==> config.mk <==
export PLATFORM = sky130hd
export DESIGN_NAME = pipeline_sequencer
export DESIGN_NICKNAME = d
export VERILOG_FILES = /design/src/rtl/cpu_types_pkg.sv /design/src/rtl/load_use_detect.sv /design/src/rtl/pipeline_sequencer.sv
export SDC_FILE = /design/constraint.sdc
export NUM_CORES = 1
export LEC_CHECK = 0
export CAP_MARGIN = 20
export CORE_ASPECT_RATIO = 0.9
export CORE_MARGIN = 10
export CORE_UTILIZATION = 41
export DETAILED_ROUTE_END_ITERATION = 8
export GPL_TIMING_DRIVEN = 0
export PLACE_DENSITY_LB_ADDON = 0.1
export SETUP_SLACK_MARGIN = 0.02
export SYNTH_ARGS = -nofsm -noshare
export SYNTH_HDL_FRONTEND = slang
export SYNTH_SLANG_ARGS = --single-unit
==> constraint.sdc <==
create_clock -name CLK -period 2.6 [get_ports CLK]
set_clock_uncertainty 0.05 [all_clocks]
set_input_delay 0.26 -clock CLK [delete_from_list [all_inputs] [get_ports CLK]]
set_output_delay 0.26 -clock CLK [all_outputs]
set_load 0.005 [all_outputs]
==> src/rtl/cpu_types_pkg.sv <==
// -----------------------------------------------------------------------------
// cpu_types_pkg
// Shared types for the five-stage pipeline control path.
//   regbits_t   : 5-bit architectural register index
//   seq_state_t : pipeline_sequencer FSM state
//   seq_ctrl_t  : bundle of PC enable and pipeline-latch enable/flush controls
// -----------------------------------------------------------------------------
package cpu_types_pkg;

    typedef logic [4:0] regbits_t;

    typedef enum logic [1:0] {
        RUN    = 2'd0,
        DWAIT  = 2'd1,
        DRAIN  = 2'd2,
        HALTED = 2'd3
    } seq_state_t;

    typedef struct packed {
        logic pcWEN;
        logic ifidW;
        logic ifidRST;
        logic idexW;
        logic idexRST;
        logic exmemW;
        logic exmemRST;
        logic memW;
        logic memRST;
    } seq_ctrl_t;

    // Everything frozen: no PC update, no latch written.
    localparam seq_ctrl_t CTRL_FREEZE = '0;

    // Normal flow: every latch and the PC advance, nothing flushed.
    localparam seq_ctrl_t CTRL_ADVANCE = '{
        pcWEN: 1'b1, ifidW: 1'b1, ifidRST: 1'b0, idexW: 1'b1, idexRST: 1'b0,
        exmemW: 1'b1, exmemRST: 1'b0, memW: 1'b1, memRST: 1'b0
    };

    // Reset: write a flush into every latch, hold the PC.
    localparam seq_ctrl_t CTRL_RESET = '{
        pcWEN: 1'b0, ifidW: 1'b1, ifidRST: 1'b1, idexW: 1'b1, idexRST: 1'b1,
        exmemW: 1'b1, exmemRST: 1'b1, memW: 1'b1, memRST: 1'b1
    };

endpackage

==> src/rtl/load_use_detect.sv <==
// -----------------------------------------------------------------------------
// load_use_detect
// Flags a load in EX whose destination is read by the instruction in ID.
// Ports:
//   idexMemRead in  : EX-stage instruction is a load
//   idexrt      in  : load destination register
//   ifidrs      in  : ID-stage source register rs
//   ifidrt      in  : ID-stage source register rt
//   lu          out : load-use hazard present this cycle
// -----------------------------------------------------------------------------
module load_use_detect
    import cpu_types_pkg::*;
(
    input  logic     idexMemRead,
    input  regbits_t idexrt,
    input  regbits_t ifidrs,
    input  regbits_t ifidrt,
    output logic     lu
);

    // Register 0 is hardwired to zero, so a load targeting it never creates
    // a real dependency.
    assign lu = idexMemRead && (idexrt != '0) &&
                ((idexrt == ifidrs) || (idexrt == ifidrt));

endmodule

==> src/rtl/pipeline_sequencer.sv <==
// -----------------------------------------------------------------------------
// pipeline_sequencer
// Central stall/flush controller for the five-stage pipeline. Drives the PC
// write enable and the write-enable/flush pair of each pipeline latch,
// sequences data-cache waits and the halt drain, and counts stall cycles.
// Ports:
//   CLK, RST            in  : clock, synchronous active-high reset
//   ihit, dhit          in  : instruction / data access completed this cycle
//   memdREN, memdWEN    in  : MEM-stage instruction reads / writes memory
//   memcuHALT           in  : MEM-stage instruction is HALT
//   idexMemRead, idexrt in  : EX-stage load and its destination
//   ifidrs, ifidrt      in  : ID-stage source registers
//   exPCSrc             in  : taken branch/jump resolved in EX
//   pcWEN               out : PC update enable
//   ifidW/ifidRST .. memW/memRST out : per-latch enable and flush
//   halt                out : sticky, registered, core halted
//   stall_count         out : saturating count of stall cycles since reset
// -----------------------------------------------------------------------------
module pipeline_sequencer
    import cpu_types_pkg::*;
#(
    parameter int CNT_W = 16
)(
    input  logic             CLK,
    input  logic             RST,
    input  logic             ihit,
    input  logic             dhit,
    input  logic             memdREN,
    input  logic             memdWEN,
    input  logic             memcuHALT,
    input  logic             idexMemRead,
    input  logic [4:0]       idexrt,
    input  logic [4:0]       ifidrs,
    input  logic [4:0]       ifidrt,
    input  logic             exPCSrc,
    output logic             pcWEN,
    output logic             ifidW,
    output logic             ifidRST,
    output logic             idexW,
    output logic             idexRST,
    output logic             exmemW,
    output logic             exmemRST,
    output logic             memW,
    output logic             memRST,
    output logic             halt,
    output logic [CNT_W-1:0] stall_count
);

    seq_state_t state, next_state;
    seq_ctrl_t  ctrl;
    logic       lu;
    logic       dstall;
    logic       freeze;
    logic       count_en;

    load_use_detect u_lu (
        .idexMemRead (idexMemRead),
        .idexrt      (idexrt),
        .ifidrs      (ifidrs),
        .ifidrt      (ifidrt),
        .lu          (lu)
    );

    assign dstall = (memdREN || memdWEN) && !dhit;

    // In DWAIT the access is already known to be outstanding, so only dhit
    // matters; in RUN a new miss is detected from the MEM-stage request.
    assign freeze = (state == DWAIT) ? !dhit : dstall;

    // NOTE: every signal written in always_comb gets a default first so that
    // no path leaves it unassigned and a latch is never inferred.
    always_comb begin
        next_state = state;
        ctrl       = CTRL_FREEZE;
        if (RST) begin
            ctrl = CTRL_RESET;
        end else begin
            unique case (state)
                RUN, DWAIT: begin
                    next_state = RUN;
                    if (freeze) begin
                        next_state = DWAIT;
                    end else if (memcuHALT) begin
                        // HALT moves into MEM/WB; everything younger is killed.
                        ctrl          = CTRL_ADVANCE;
                        ctrl.pcWEN    = 1'b0;
                        ctrl.ifidRST  = 1'b1;
                        ctrl.idexRST  = 1'b1;
                        ctrl.exmemRST = 1'b1;
                        next_state    = DRAIN;
                    end else if (exPCSrc) begin
                        // Branch wins over a pending load-use or fetch miss:
                        // both wrong-path instructions are flushed anyway.
                        ctrl         = CTRL_ADVANCE;
                        ctrl.ifidRST = 1'b1;
                        ctrl.idexRST = 1'b1;
                    end else if (lu) begin
                        ctrl         = CTRL_ADVANCE;
                        ctrl.pcWEN   = 1'b0;
                        ctrl.ifidW   = 1'b0;
                        ctrl.idexRST = 1'b1;
                    end else if (!ihit) begin
                        ctrl         = CTRL_ADVANCE;
                        ctrl.pcWEN   = 1'b0;
                        ctrl.ifidRST = 1'b1;
                    end else begin
                        ctrl = CTRL_ADVANCE;
                    end
                end
                DRAIN: begin
                    // Flush WB so the HALT's own writeback is suppressed.
                    ctrl.memW   = 1'b1;
                    ctrl.memRST = 1'b1;
                    next_state  = HALTED;
                end
                HALTED: begin
                    next_state = HALTED;
                end
                default: begin
                    next_state = RUN;
                end
            endcase
        end
    end

    assign pcWEN    = ctrl.pcWEN;
    assign ifidW    = ctrl.ifidW;
    assign ifidRST  = ctrl.ifidRST;
    assign idexW    = ctrl.idexW;
    assign idexRST  = ctrl.idexRST;
    assign exmemW   = ctrl.exmemW;
    assign exmemRST = ctrl.exmemRST;
    assign memW     = ctrl.memW;
    assign memRST   = ctrl.memRST;

    assign count_en = !ctrl.pcWEN && ((state == RUN) || (state == DWAIT));

    // NOTE: sequential state uses non-blocking assignments so every register
    // samples the pre-edge values, independent of statement order.
    always_ff @(posedge CLK) begin
        if (RST) begin
            state       <= RUN;
            halt        <= 1'b0;
            stall_count <= '0;
        end else begin
            state <= next_state;
            if (state == DRAIN) begin
                halt <= 1'b1;
            end
            if (count_en && (stall_count != '1)) begin
                stall_count <= stall_count + CNT_W'(1);
            end
        end
    end

endmodule

## After elaboration in Yosys (flattened, before gate mapping)

Cells that the tools add are included.

- Bits of input ports: 24
- Output and inout port bits: 26
- Word-level logic and storage cells: 36
- Register bits: 19

- Equality and inequality tests: 6
- Add/subtract/negate cells: 1
- Mux-type cells: 12
- Reduce and logical (&&, ||, !) cells: 14

Operators with widths:

| kind | count |
|---|---|
| $mux W9 | 6 |
| $add A16 B1 Y16 const B | 1 |
| $ne A16 B16 Y1 const B | 1 |
| $eq A5 B5 Y1 | 2 |
| $pmux W2 S2 | 2 |
| $mux W7 | 1 |
| $logic_and A1 B1 Y1 | 5 |
| $reduce_bool A5 Y1 | 1 |
| $eq A2 B2 Y1 const B | 2 |
| $mux W2 | 2 |
| $reduce_or A2 Y1 | 2 |
| $logic_or A1 B1 Y1 | 3 |
| $eq A2 B1 Y1 const B | 1 |
| $logic_not A1 Y1 | 2 |
| $logic_not A2 Y1 | 1 |
| $mux W1 | 1 |

## Longest topological paths before layout

- Depth in word-level cells: 12
- Mapped depth: 9
- Depth with buffers taken out: 7

## By module

From an unflattened synthesis, not the netlist that was laid out.

- Cell total of the unflattened synthesis: 143
- Area, all modules: 1,186.1 um^2

By module, submodules not included:

| module | area each (um^2) | cells an instance | times used | sequential area each (um^2) |
|---|---|---|---|---|
| pipeline_sequencer | 1,061.0 | 126 | 1 | 380.4 |
| load_use_detect | 125.1 | 17 | 1 | 0.0 |

## Least setup slack after synthesis

OpenSTA, ideal clock, no wires.

- Kind: reg-to-reg
- From: reg stall_count[0]
- To: reg stall_count[6]
- Path buffers: 1
- Arrival: 2.200 ns
- Path slack: 0.280 ns
- Cell stages (with the launch flop): 9
- Period minus slack after synthesis: 2.320 ns
- Data required time: 2.479 ns
- Setup time: 0.071 ns
- Cells stage by stage: dfxtp_1 -> ha_1 -> and3_1 -> a31o_2 -> or4_4 -> and2_4 -> buf_6 -> or4_1 -> a21oi_1

- Word-level cells in the longest chain between the ends: 2
- Elaborated cells between the ends (all ways): 3
- Classes of those cells: add/sub: 1; eq/ne: 1; reduce/logical: 1

Ends and longest elaborated chain:

| element | RTL line | RTL |
|---|---|---|
| start: declaration | pipeline_sequencer.sv:46 | `output logic [CNT_W-1:0] stall_count` |
| start signal: assignment | pipeline_sequencer.sv:151 | `stall_count <= stall_count + CNT_W'(1);` |
| branches (longest 2 deep; another with $add A16 B1 Y16) | n/a |  |

Several ways; the timed one is not identified.
A chain may end at the register's enable or synchronous reset.

## Worst setup path after layout

- From: in idexrt[0]
- To: out pcWEN

- Word-level cells in the longest chain between the ends: 9
- Elaborated cells between the ends (all ways): 12
- Classes of those cells: eq/ne: 2; mux: 6; reduce/logical: 4

Ends and longest elaborated chain:

| element | RTL line | RTL |
|---|---|---|
| start: declaration | pipeline_sequencer.sv:32 | `input logic [4:0] idexrt,` |
| $eq A5 B5 Y1 or $reduce_bool A5 Y1 (tied branches) | load_use_detect.sv:24, load_use_detect.sv:23 |  |
| $logic_or A1 B1 Y1 or $logic_and A1 B1 Y1 (tied branches) | load_use_detect.sv:24, load_use_detect.sv:23 |  |
| $logic_and A1 B1 Y1 (*) | load_use_detect.sv:23 | `assign lu = idexMemRead && (idexrt != '0) &&` |
| $mux W9 (*) | pipeline_sequencer.sv:97 | `end else if (lu) begin` |
| $mux W9 (*) | pipeline_sequencer.sv:91 | `end else if (exPCSrc) begin` |
| $mux W9 (*) | pipeline_sequencer.sv:83 | `end else if (memcuHALT) begin` |
| $mux W9 (*) | pipeline_sequencer.sv:81 | `if (freeze) begin` |
| $mux W7 (*) | pipeline_sequencer.sv:78 | `unique case (state)` |
| $mux W9 (*) | pipeline_sequencer.sv:75 | `if (RST) begin` |
| end: declaration | pipeline_sequencer.sv:36 | `output logic pcWEN,` |

Mark *: on every way between the ends. The rest lies on a longest branch, timed or not.

==> flow_metrics.py <==
metrics = {
    "run_status": {
        "status": "finished, final reports clean",
    },
    "power_and_ir_drop": {
        "swShare": 0.287,
        "power_density_nw_per_um2": 379,
        "pwr-share-clk": 0.251,
        "p_seq_frac": 0.489,
        "power_uw": 636,
        "internal_power_uw": 454,
        "irDropWorstVdd_mv": 0.392,
        "p_leak_uw": 0.000577,
        "power_switching_uw": 182,
        "combPwrFrac": 0.261,
    },
    "drt": {
        "top_layer": "met4",
        "num_vias": 1221,
        "post_drt_wl_per_cell_um": 15.1,
        "wirelength_met1_um": 1400,
        "wl_met2_um": 1660,
        "drc": 0,
        "first_pass_iters": 4,
        "dr_wl_met3_um": 327,
        "postRouteAntennaNets": 0,
        "vias_per_cell": 5.38,
        "drt_first_iter_violations": 67,
        "routed_wl_um": 3420,
    },
    "floorplan": {
        "die_area_um2": 5220,
        "pin_count": 50,
        "core_region_area_um2": 2530,
        "die-width_um": 75.1,
        "die_height_um": 69.6,
        "num_rows": 17,
        "start_util": 0.442,
    },
    "yosys": {
        "syn-cell-area_um2": 1120,
        "synth.distinct_cells": 32,
        "async_reset_ff_frac": 0,
        "syn_avg_cell_area_um2": 7.67,
        "synthesis.instances": 146,
        "yosysSeqAreaShare": 0.340,
        "synth_edf_count": 0,
        "synth_ff_type": "dfxtp_1",
        "yosysWarnings": 0,
        "synth-seq-cells": 19,
        "syn_nets": 171,
    },
    "global_route": {
        "antenna_found_initial": 0,
        "first_global_vias": 1190,
        "grt_max_degree": 13,
        "track_usage": 0.132,
        "grt_pass1_wl_um": 5600,
        "grt_overflow": 0,
    },
    "timing": {
        "setup_tns_ns": 0,
        "tightestPinTransition_ns": 0.559,
        "rsz0062_at_grt": "no",
        "finalSetupViolations": 0,
        "finalCriticalPeriod_ns": 2.45,
        "relSlewSlack": 0.626,
        "timing.fmax_ghz": 0.408,
        "hold_violations": 0,
        "drv_slew": 0,
        "post-route-period-util": 0.944,
    },
    "place": {
        "place_congestion": 0.850,
        "io_buffers": 49,
        "hpwl_um": 2710,
        "dp_cells": 223,
    },
    "cells_and_area": {
        "final-instance-count-excl-fill": 227,
        "multi_input_area_um2": 697,
        "layout_common_cells": "43 x clkdlybuf4s50_1, 19 x dfxtp_1, 16 x a21oi_1, 15 x nor2_1, 15 x nand2_1",
        "finalNetCount": 225,
        "diodes": 0,
        "seqCellArea_um2": 380,
        "final_common_cell": "clkdlybuf4s50_1",
        "fill_cells": 233,
        "fin_util": 0.663,
        "drive_gt1_frac": 0.101,
        "areaGrowthSynthToFinish_pct": 49.9,
    },
    "critical_path": {
        "end_kind": "output port",
        "critPathArrivalTime_ns": 2.14,
        "criticalPathCategory": "in -> out",
        "critPathMaxStageDelay_ns": 0.55,
        "worst_path_max_delay_cell": "or4_1",
        "cp_max_fo": 3,
        "critPathLaunchType": "primary input",
        "crit_chain": "dlygate4sd2_1, or4_1, o21ai_2, or2_4, a21oi_1, nor4_1, clkdlybuf4s50_1",
        "crit_required_ns": 2.29,
    },
    "cts": {
        "cts_hold_repair.buffers": 0,
        "clk_latency_ns": 0.31,
        "clock-sinks": 19,
        "htreeDepth": 1,
        "cts_tree": "done",
        "cts_root_buf": "clkbuf_4",
        "clk_pin_slew_worst_paths_ns": 0.12,
        "numCtsBuffers": 3,
        "clockBufferDepth": 2,
    },
    "hold_path": {
        "hold_path_class": "reg -> reg",
    },
    "job": {
        "maxCapViolCount": 0,
    },
}
-- cells by family (layout without fill, tap and decap cells) --
| family | count (synthesis) | after routing | share of synthesized area |
|---|---|---|---|
| DFF | 19 | 19 | 0.340 |
| AOI/OAI and AO/OA | 35 | 35 | 0.178 |
| adders and majority gates | 1 | 1 | 0.0112 |
| buffers and inverters | 11 | 64 | 0.0480 |
| xor gates and xnor gates | 14 | 14 | 0.109 |
| and+or+nand+nor | 66 | 66 | 0.314 |
-- timing repair --
item                       CTS  global route
pin swaps                    1             1
setup endpoints to repair    4             4
buffers inserted             0             0
resized for setup            9             3
gates cloned                 0             0
-- registers in the layout (all words and copies together), names as in the netlist --
register,count
halt,1
stall_count,16
state,2
-- worst paths after layout --
path	slack (ns)	end	cells past startpoint	from
setup reg to reg	0.15	stall_count[6]$_SDFFE_PP0P_	8	stall_count[0]$_SDFFE_PP0P_
hold / removal	0.41	halt$_SDFFE_PP0P_	2	halt$_SDFFE_PP0P_
setup / recovery	0.15	pcWEN	7	idexrt[0]
hold reg to reg	0.41	halt$_SDFFE_PP0P_	2	halt$_SDFFE_PP0P_
-- cell usage after synthesis (2+ instances only) --
library cell / number / share of area
o21ai_0: 9 / 0.040
nand2_1: 15 / 0.050
nor4_1: 2 / 0.011
or4_1: 2 / 0.013
nand4b_1: 2 / 0.016
nor3_1: 3 / 0.013
or2_2: 4 / 0.022
xnor2_1: 4 / 0.031
o21ai_1: 2 / 0.0089
inv_1: 6 / 0.020
nor2_1: 15 / 0.050
nand3_1: 4 / 0.018
nand4_1: 5 / 0.028
nor3_2: 2 / 0.018
xor2_1: 10 / 0.078
clkbuf_1: 2 / 0.0067
dfxtp_1: 19 / 0.34
a211oi_1: 3 / 0.020
or3_1: 7 / 0.039
a21oi_1: 16 / 0.072
a31o_2: 3 / 0.023
-- power groups by stage --
stage,clock (µW),sequential [µW],combinational [µW]
detailed placement,0,317,168
finish,160,311,166
global route,177,313,184
floorplan,0,317,73.2
CTS,166,311,166
global placement,0,317,165
-- per-layer routing --
layer	GRT usage	vias to the layer above
met4	0.0354	0
met1	0.148	558
li1	-	623
met5	0	-
met2	0.213	36
met3	0.0642	4
-- cell type report --
| class | instances | share of cell area |
|---|---|---|
| inverters | 6 | 0.0134 |
| repair buffers | 49 | 0.288 |
| well taps | 28 | 0.0209 |
| multi-input cells | 116 | 0.415 |
| clock inverters | 1 | 0.00447 |
| flip-flops and latches | 19 | 0.227 |
| plain buffers | 5 | 0.0186 |
| clock buffers | 3 | 0.0134 |
-- per-stage QoR --
stage	area (µm²)	worst slack [ns]	hold slack, ns
after floorplan	1120	0.280	0.351
after global placement	1650	-0.271	0.384
after detailed placement	1650	-0.267	0.399
after CTS	1670	0.0547	0.421
after global routing	1680	0.0228	0.452
final	1680	0.146	0.414
-- worst max-delay path, delay by kind of cell --
kind	cells	cell delay, ns
AND/OR/NAND/NOR	3	0.85
buffers and inverters	2	0.82
AO/OA/AOI/OAI	2	0.21
Note: power is estimated with default switching activity, not from simulation.
